--- src/rtl/cpu_ctrl.sv ---
// -----------------------------------------------------------------------------
// cpu_ctrl -- instruction-cycle controller for a small accumulator CPU.
//
// Sequences one eight-step instruction cycle (S0..S7) from IDLE and drives the
// datapath strobes for each step. There is also a sticky HALT state. Every
// output is registered: it is decoded from the next state, so each strobe is
// high for exactly the cycle the FSM spends in the matching state, and it
// cannot glitch.
//
// Ports
//   clk          in   single clock, rising edge
//   rst_n        in   asynchronous active-low reset (forces IDLE, outputs 0)
//   ena          in   run enable, sampled in IDLE and S7 only
//   opcode[2:0]  in   instruction opcode, stable from S3 through S7
//   zero         in   accumulator-zero flag, captured at the end of S4
//   fetch        out  1 = PC drives the address bus, 0 = operand address
//   rd           out  memory/port read strobe
//   wr           out  memory/port write strobe
//   load_ir      out  instruction register byte load
//   inc_pc       out  program counter increment
//   load_pc      out  program counter load from the operand address
//   load_acc     out  accumulator load from the ALU
//   datactl_ena  out  drive the accumulator onto the data bus
//   halt         out  processor halted
// -----------------------------------------------------------------------------
module cpu_ctrl (
  input  logic       clk,
  input  logic       rst_n,
  input  logic       ena,
  input  logic [2:0] opcode,
  input  logic       zero,
  output logic       fetch,
  output logic       rd,
  output logic       wr,
  output logic       load_ir,
  output logic       inc_pc,
  output logic       load_pc,
  output logic       load_acc,
  output logic       datactl_ena,
  output logic       halt
);

  localparam logic [2:0] OP_HLT  = 3'b000;
  localparam logic [2:0] OP_SKZ  = 3'b001;
  localparam logic [2:0] OP_ADD  = 3'b010;
  localparam logic [2:0] OP_ANDD = 3'b011;
  localparam logic [2:0] OP_XORR = 3'b100;
  localparam logic [2:0] OP_LDA  = 3'b101;
  localparam logic [2:0] OP_STO  = 3'b110;
  localparam logic [2:0] OP_JMP  = 3'b111;

  typedef enum logic [3:0] {
    ST_IDLE,
    ST_S0, ST_S1, ST_S2, ST_S3, ST_S4, ST_S5, ST_S6, ST_S7,
    ST_HALT
  } state_t;

  typedef struct packed {
    logic fetch;
    logic rd;
    logic wr;
    logic load_ir;
    logic inc_pc;
    logic load_pc;
    logic load_acc;
    logic datactl_ena;
    logic halt;
  } ctrl_t;

  state_t state, state_next;
  ctrl_t  ctrl_q, ctrl_d;
  logic   zero_q;
  logic   zero_use;
  logic   is_mem_read;

  // ALU-class and load instructions all read their operand from memory.
  assign is_mem_read = (opcode == OP_ADD)  || (opcode == OP_ANDD) ||
                       (opcode == OP_XORR) || (opcode == OP_LDA);

  // The zero flag belongs to the value sampled at the end of S4. When the
  // S5 outputs are decoded on that same edge the register has not updated
  // yet, so the live input is used. S6 is decoded from the held copy, which
  // is why later changes on zero have no effect.
  assign zero_use = (state == ST_S4) ? zero : zero_q;

  // ---------------------------------------------------------------------------
  // State, latched zero and output registers
  // ---------------------------------------------------------------------------
  // NOTE: sequential state is updated with non-blocking assignments so every
  // register samples pre-edge values, whatever order the statements run in.
  always_ff @(posedge clk or negedge rst_n) begin
    if (!rst_n) begin
      state  <= ST_IDLE;
      ctrl_q <= '0;
      zero_q <= 1'b0;
    end else begin
      state  <= state_next;
      ctrl_q <= ctrl_d;
      if (state == ST_S4) begin
        zero_q <= zero;
      end
    end
  end

  // ---------------------------------------------------------------------------
  // Next-state logic
  // ---------------------------------------------------------------------------
  // NOTE: every combinational output gets a default first, so no path leaves
  // it unassigned and no latch is inferred.
  always_comb begin
    state_next = state;
    unique case (state)
      ST_IDLE: state_next = ena ? ST_S0 : ST_IDLE;
      ST_S0:   state_next = ST_S1;
      ST_S1:   state_next = ST_S2;
      ST_S2:   state_next = ST_S3;
      ST_S3:   state_next = (opcode == OP_HLT) ? ST_HALT : ST_S4;
      ST_S4:   state_next = ST_S5;
      ST_S5:   state_next = ST_S6;
      ST_S6:   state_next = ST_S7;
      // A dropped ena only takes effect once the instruction is complete.
      ST_S7:   state_next = ena ? ST_S0 : ST_IDLE;
      ST_HALT: state_next = ST_HALT;
      default: state_next = ST_IDLE;
    endcase
  end

  // ---------------------------------------------------------------------------
  // Output decode from the next state. The result is registered, so the
  // outputs line up with the state the FSM is about to enter.
  // ---------------------------------------------------------------------------
  always_comb begin
    ctrl_d = '0;
    unique case (state_next)
      ST_S0: begin
        ctrl_d.fetch   = 1'b1;
        ctrl_d.rd      = 1'b1;
        ctrl_d.load_ir = 1'b1;
      end
      ST_S1: begin
        ctrl_d.fetch  = 1'b1;
        ctrl_d.inc_pc = 1'b1;
      end
      ST_S2: begin
        ctrl_d.fetch   = 1'b1;
        ctrl_d.rd      = 1'b1;
        ctrl_d.load_ir = 1'b1;
      end
      ST_S3: begin
        ctrl_d.fetch  = 1'b1;
        // A halting instruction does not advance past itself.
        ctrl_d.inc_pc = (opcode != OP_HLT);
      end
      ST_S4: begin
        ctrl_d.rd          = is_mem_read;
        ctrl_d.datactl_ena = (opcode == OP_STO);
        ctrl_d.load_pc     = (opcode == OP_JMP);
      end
      ST_S5: begin
        ctrl_d.rd          = is_mem_read;
        ctrl_d.load_acc    = is_mem_read;
        ctrl_d.datactl_ena = (opcode == OP_STO);
        ctrl_d.wr          = (opcode == OP_STO);
        ctrl_d.load_pc     = (opcode == OP_JMP);
        ctrl_d.inc_pc      = (opcode == OP_SKZ) && zero_use;
      end
      ST_S6: begin
        ctrl_d.datactl_ena = (opcode == OP_STO);
        ctrl_d.inc_pc      = (opcode == OP_SKZ) && zero_use;
      end
      ST_HALT: begin
        ctrl_d.halt = 1'b1;
      end
      default: ctrl_d = '0;
    endcase
  end

  assign fetch       = ctrl_q.fetch;
  assign rd          = ctrl_q.rd;
  assign wr          = ctrl_q.wr;
  assign load_ir     = ctrl_q.load_ir;
  assign inc_pc      = ctrl_q.inc_pc;
  assign load_pc     = ctrl_q.load_pc;
  assign load_acc    = ctrl_q.load_acc;
  assign datactl_ena = ctrl_q.datactl_ena;
  assign halt        = ctrl_q.halt;

endmodule

--- config.mk ---
export PLATFORM = sky130hd
export DESIGN_NAME = cpu_ctrl
export DESIGN_NICKNAME = d
export VERILOG_FILES = /design/src/rtl/cpu_ctrl.sv
export SDC_FILE = /design/constraint.sdc
export NUM_CORES = 1
export LEC_CHECK = 0
export BUFFER_PORTS_ARGS = -buffer_cell sky130_fd_sc_hd__buf_2
export CAP_MARGIN = 0
export CORE_AREA = 2 2 39 41
export CTS_BUF_LIST = sky130_fd_sc_hd__clkbuf_8
export DETAILED_ROUTE_END_ITERATION = 8
export DIE_AREA = 0 0 41 43
export PLACE_DENSITY_LB_ADDON = 0.25
export SLEW_MARGIN = 25
export SYNTH_ARGS = -nofsm -noshare
export SYNTH_HDL_FRONTEND = slang
export SYNTH_SLANG_ARGS = --single-unit
--- constraint.sdc ---
create_clock -name clk -period 2.35 [get_ports clk]
set_input_delay 0.3525 -clock clk [delete_from_list [all_inputs] [get_ports clk]]
set_output_delay 0.3525 -clock clk [all_outputs]
set_load 0.02 [all_outputs]
# After elaboration in Yosys (flattened, before gate mapping)
# Cells that the tools add are included.
classes:
  n_mux: 13
  add_sub_neg: 0
  reduce_logical: 13
  multipliers: 0
  n_eq_ne: 24
  div: 0
  shift: 0
  n_bitwise: 0
  n_lt_le_gt_ge: 0
ops:
  columns: ["operator", "n"]
  rows:
  - ["$pmux 4 s9", 1]
  - ["$eq 4x3->1 const B", 8]
  - ["$eq 4x2->1 const B", 4]
  - ["$eq 3x3->1 const B", 4]
  - ["$eq 4x4->1 const B", 3]
  - ["$mux 1", 9]
  - ["$eq 4x1->1 const B", 2]
  - ["$reduce_or 2->1", 4]
  - ["$eq 3x2->1 const B", 2]
  - ["$logic_not 4->1", 1]
  - ["$mux 4", 1]
  - ["$reduce_or 4->1", 1]
  - ["$eq 3x1->1 const B", 1]
  - ["$logic_not 3->1", 1]
  - ["$logic_or 1x1->1", 3]
  - ["$pmux 1 s3", 1]
  - ["$reduce_bool 3->1", 1]
  - ["$reduce_or 3->1", 1]
  - ["$pmux 1 s2", 1]
  - ["$logic_and 1x1->1", 1]
word_totals:
  ramBits: 0
  ff_bits: 14
  output_inout_bits: 9
  mem_count: 0
  romBits: 0
  in_bits: 7
  latch_bits: 0
  elab_cells: 61

# Longest topological paths before layout
logic_depth:
  ltp_word: 6
  depth_mapped: 4
  depth_no_buf: 3

# Worst setup path after synthesis
# Ideal clock, no wire load.
synth_path:
  path_kind: "register -> register"
  from: "register state[0]"
  to: "register ctrl_q, in the netlist datactl_ena"
  t_arrival_ns: 1.192
  slack_ns: 1.021
  path_buffers: 1
  synth_period_minus_slack_ns: 1.329
  stages_incl_launch_ff: 5
  setup_ns: 0.137
  t_required_ns: 2.213
  cell_sequence: "dfrtp_1 > buf_4 > or4_1 > nand3_2 > a2111oi_2"
synth_lines:
  columns: ["element", "line", "rtl"]
  rows:
  - ["start, declared", "70", "state_t state, state_next;"]
  - ["start signal, assigned", "97", "state <= state_next;"]
  - ["end signal, assigned", "98", "ctrl_q <= ctrl_d;"]
  - ["end, declared", "71", "ctrl_t ctrl_q, ctrl_d;"]

==> flow_summary_export.csv <==
group,metric,value,unit
finish,design_area,810,um2
drt,ant_nets,0,
drt,vias,488,
sta,hold_viol,0,
drt,drtPass1Iterations,4,
cts,insertion_delay,0.24,ns
cts,tritoncts,"built",
finish,fin_nets,86,
logic_synthesis,syn_inst,61,
drt,wl_per_cell,13.1,um
drt,routed_wirelength,1230,um
logic_synthesis,avgSynthCellArea,11.0,um2
sta,max_freq,0.682,GHz
setup_path,end_kind,"flip-flop",
logic_synthesis,ys_ff_latch,14,
placed_design,io_buffer_count,15,
logic_synthesis,ys.flop_type,"dfrtp_1",
job,drv_cap,0,
sta,finalSetupViolCount,0,
logic_synthesis,synth_area_leaders,"dfrtp_1 (52%), mux2i_1 (6.0%), nor2_1 (3.4%), nor3_1 (3.0%), nand2b_1 (2.8%)",
cts,cts_inserted_buffers,3,
sta,min_period_over_period,0.624,
cts,clk_root_buffer_cell,"clkbuf_8",
drt,drc_errors,0,
setup_path,r2r-end,"inc_pc",
sta,drv_slew,0,
finish,fin_util,0.585,
sta,clock_skew,0.00338,ns
sta,relSlewSlack,0.675,
setup_path,r2r_slack,0.88,ns
placed_design,dpl_cell_area,744,um2
die,start_util,0.484,
die,design.die.area,1760,um2
logic_synthesis,syn-num-nets,68,
placed_design,dp_hpwl,900,um
global_routing,grt_usage,0.171,
finish,antenna_cells,0,
global_routing,grt_overflow_total,0,
global_routing,antenna_found_initial,0,
setup_path,rr_worst_depth,3,
setup_path,critical_path_class,"flip-flop to flip-flop",
outcome,status,"completed",
placed_design,dp.cells,89,
cts,clock_sinks,14,
setup_path,cp.required,2.50,ns
drt,viasPerCell,5.19,
finish,area_growth,20.9,%
die,rows,14,
finish,stdcell_count,94,
setup_path,startpoint_type,"flip-flop",
global_routing,grt_max_degree,15,
setup_path,rr_startpoint,"state[1]",
sta,worst_pin_slew,0.484,ns
cts,htree_levels,1,
finish,drive_gt1_frac,0.308,
die,die_w,41,um
logic_synthesis,ys_warn_count,0,
logic_synthesis,ys_async_sr_fraction,1.00,
power_and_ir_drop,irDropWorstVdd,0.662,mV
logic_synthesis,synth_top_area_share,0.523,
drt,drt-initial-drc-count,10,
placed_design,gp_congestion,0.859,
cts,clockBufferDepth,2,
min_path,hold_path_class,"input pin to flip-flop",
sta,grt_setup_unrepaired,"false",
power_and_ir_drop,p_leak,0.407,nW
die,die_h,43,um
global_routing,grt_pass1_wl,1930,um
min_path,whs_endpoint,"datactl_ena",
setup_path,worstPathArrival,1.61,ns
logic_synthesis,synthDistinctLibCells,27,
min_path,hold-path-cell-count,2,
power_and_ir_drop,p_per_area,1370,nW/um2
sta,fin_setup_tns,0,ns
die,coreArea,1380,um2
logic_synthesis,syn_area,669,um2
logic_synthesis,yosysSeqAreaShare,0.523,
min_path,min_from,"opcode[0]",
global_routing,grt_pass1_vias,468,
sta,worst_hold_slack,0.321,ns
die,ios,16,
setup_path,critPathMaxFanout,13,
logic_synthesis,synth_area_leader_cell,"dfrtp_1",
logic_synthesis,synth_edf_count,0,
cts,path_clk_slew,0.06,ns
sta,period_needed,1.47,ns
## cell families (layout without fill, tap and decap cells)
| kind of cell | count (synthesis) | in the layout | synth area share |
|---|---|---|---|
| mux | 4 | 4 | 0.0598 |
| xor+xnor | 2 | 2 | 0.0262 |
| simple gates | 25 | 25 | 0.217 |
| compound gates | 9 | 9 | 0.121 |
| flops | 14 | 14 | 0.523 |
| buf+inv | 7 | 24 | 0.0523 |
## registers in the layout, indices dropped and copies added, names as in the netlist
| name | flops |
|---|---|
| state | 4 |
| datactl_ena | 1 |
| fetch | 1 |
| halt | 1 |
| inc_pc | 1 |
| load_acc | 1 |
| load_ir | 1 |
| load_pc | 1 |
| rd | 1 |
| wr | 1 |
| zero_q | 1 |
## metrics by stage
stage / total power (W) / setup WS [ns]
final: 0.00111 / 0.883
after global routing: 0.00119 / 0.789
after CTS: 0.00112 / 0.885
after detailed placement: 0.000885 / 0.897
after global placement: 0.000871 / 0.955
after floorplan: 0.000791 / 1.02
## routing by layer
metal  track usage  part of all wire  vias to the layer above
li1              -                 -                      248
met1         0.201              0.44                      230
met2         0.253              0.51                        8
met3        0.0314             0.032                        2
met4         0.140             0.015                        0
met5             0                 0                        -
## worst max path at each step
stage	start	end	slack (ns)
detailed placement	state[1]	inc_pc	0.90
global route	state[1]	inc_pc	0.79
CTS	state[1]	inc_pc	0.89
floorplan	state[0]	datactl_ena	1.02
finish	state[1]	inc_pc	0.88
global placement	state[1]	inc_pc	0.95
## layout by cell type (no fill, tap or decap)
cell | synthesis | layout
buf_2 | 1 | 15
dfrtp_1 | 14 | 14
nor2_1 | 6 | 6
mux2i_1 | 4 | 4
inv_1 | 4 | 4
nor3_1 | 4 | 4
nand2_1 | 4 | 4
clkbuf_8 | 0 | 4
nand2b_1 | 3 | 3
a21oi_1 | 2 | 2
nand4bb_2 | 1 | 1
or4_1 | 1 | 1
o21ai_1 | 1 | 1
nand3_2 | 1 | 1
and2b_4 | 1 | 1
a22o_1 | 1 | 1
a32o_1 | 1 | 1
xor2_1 | 1 | 1
a211o_1 | 1 | 1
o41ai_2 | 1 | 1
xnor2_1 | 1 | 1
or3_1 | 1 | 1
o31ai_1 | 1 | 1
or2_1 | 1 | 1
nand3b_1 | 1 | 1
a2111oi_2 | 1 | 1
nand3_1 | 1 | 1
dlygate4sd3_1 | 0 | 1
## critical path: stages (launching register included)
cell,delay [ns]
dfrtp_1,0.52
nand4bb_2,0.33
mux2i_1,0.19
o41ai_2,0.33
## power breakdown
| group | leakage, nW | switching (W) | total (W) | internal (W) |
|---|---|---|---|---|
| clock network | 0.0288 | 0.0000818 | 0.000230 | 0.000148 |
| logic | 0.197 | 0.000248 | 0.000442 | 0.000194 |
| registers | 0.181 | 0.000111 | 0.000436 | 0.000325 |
## Yosys cell counts, types with 2 or more instances
master,instances
nor3_1,4
dfrtp_1,14
a21oi_1,2
nand2_1,4
buf_4,2
nand2b_1,3
nor2_1,6
inv_1,4
mux2i_1,4
## final cells by class
class | instances | area (um2)
clock buffers | 4 | 55.1
fillers | 129 | 574
inverters | 4 | 15.0
multi-input cells | 40 | 284
flip-flops and latches | 14 | 350
well taps | 16 | 20.0
repair buffers | 16 | 85.1
## repair_timing
action / in CTS / in global routing
resized for setup: 0 / 0
hold endpoints to repair: 14 / 0
hold buffers: 1 / 0
setup buffers: 0 / 0
No activity file was read; power rests on OpenSTA's default activity.
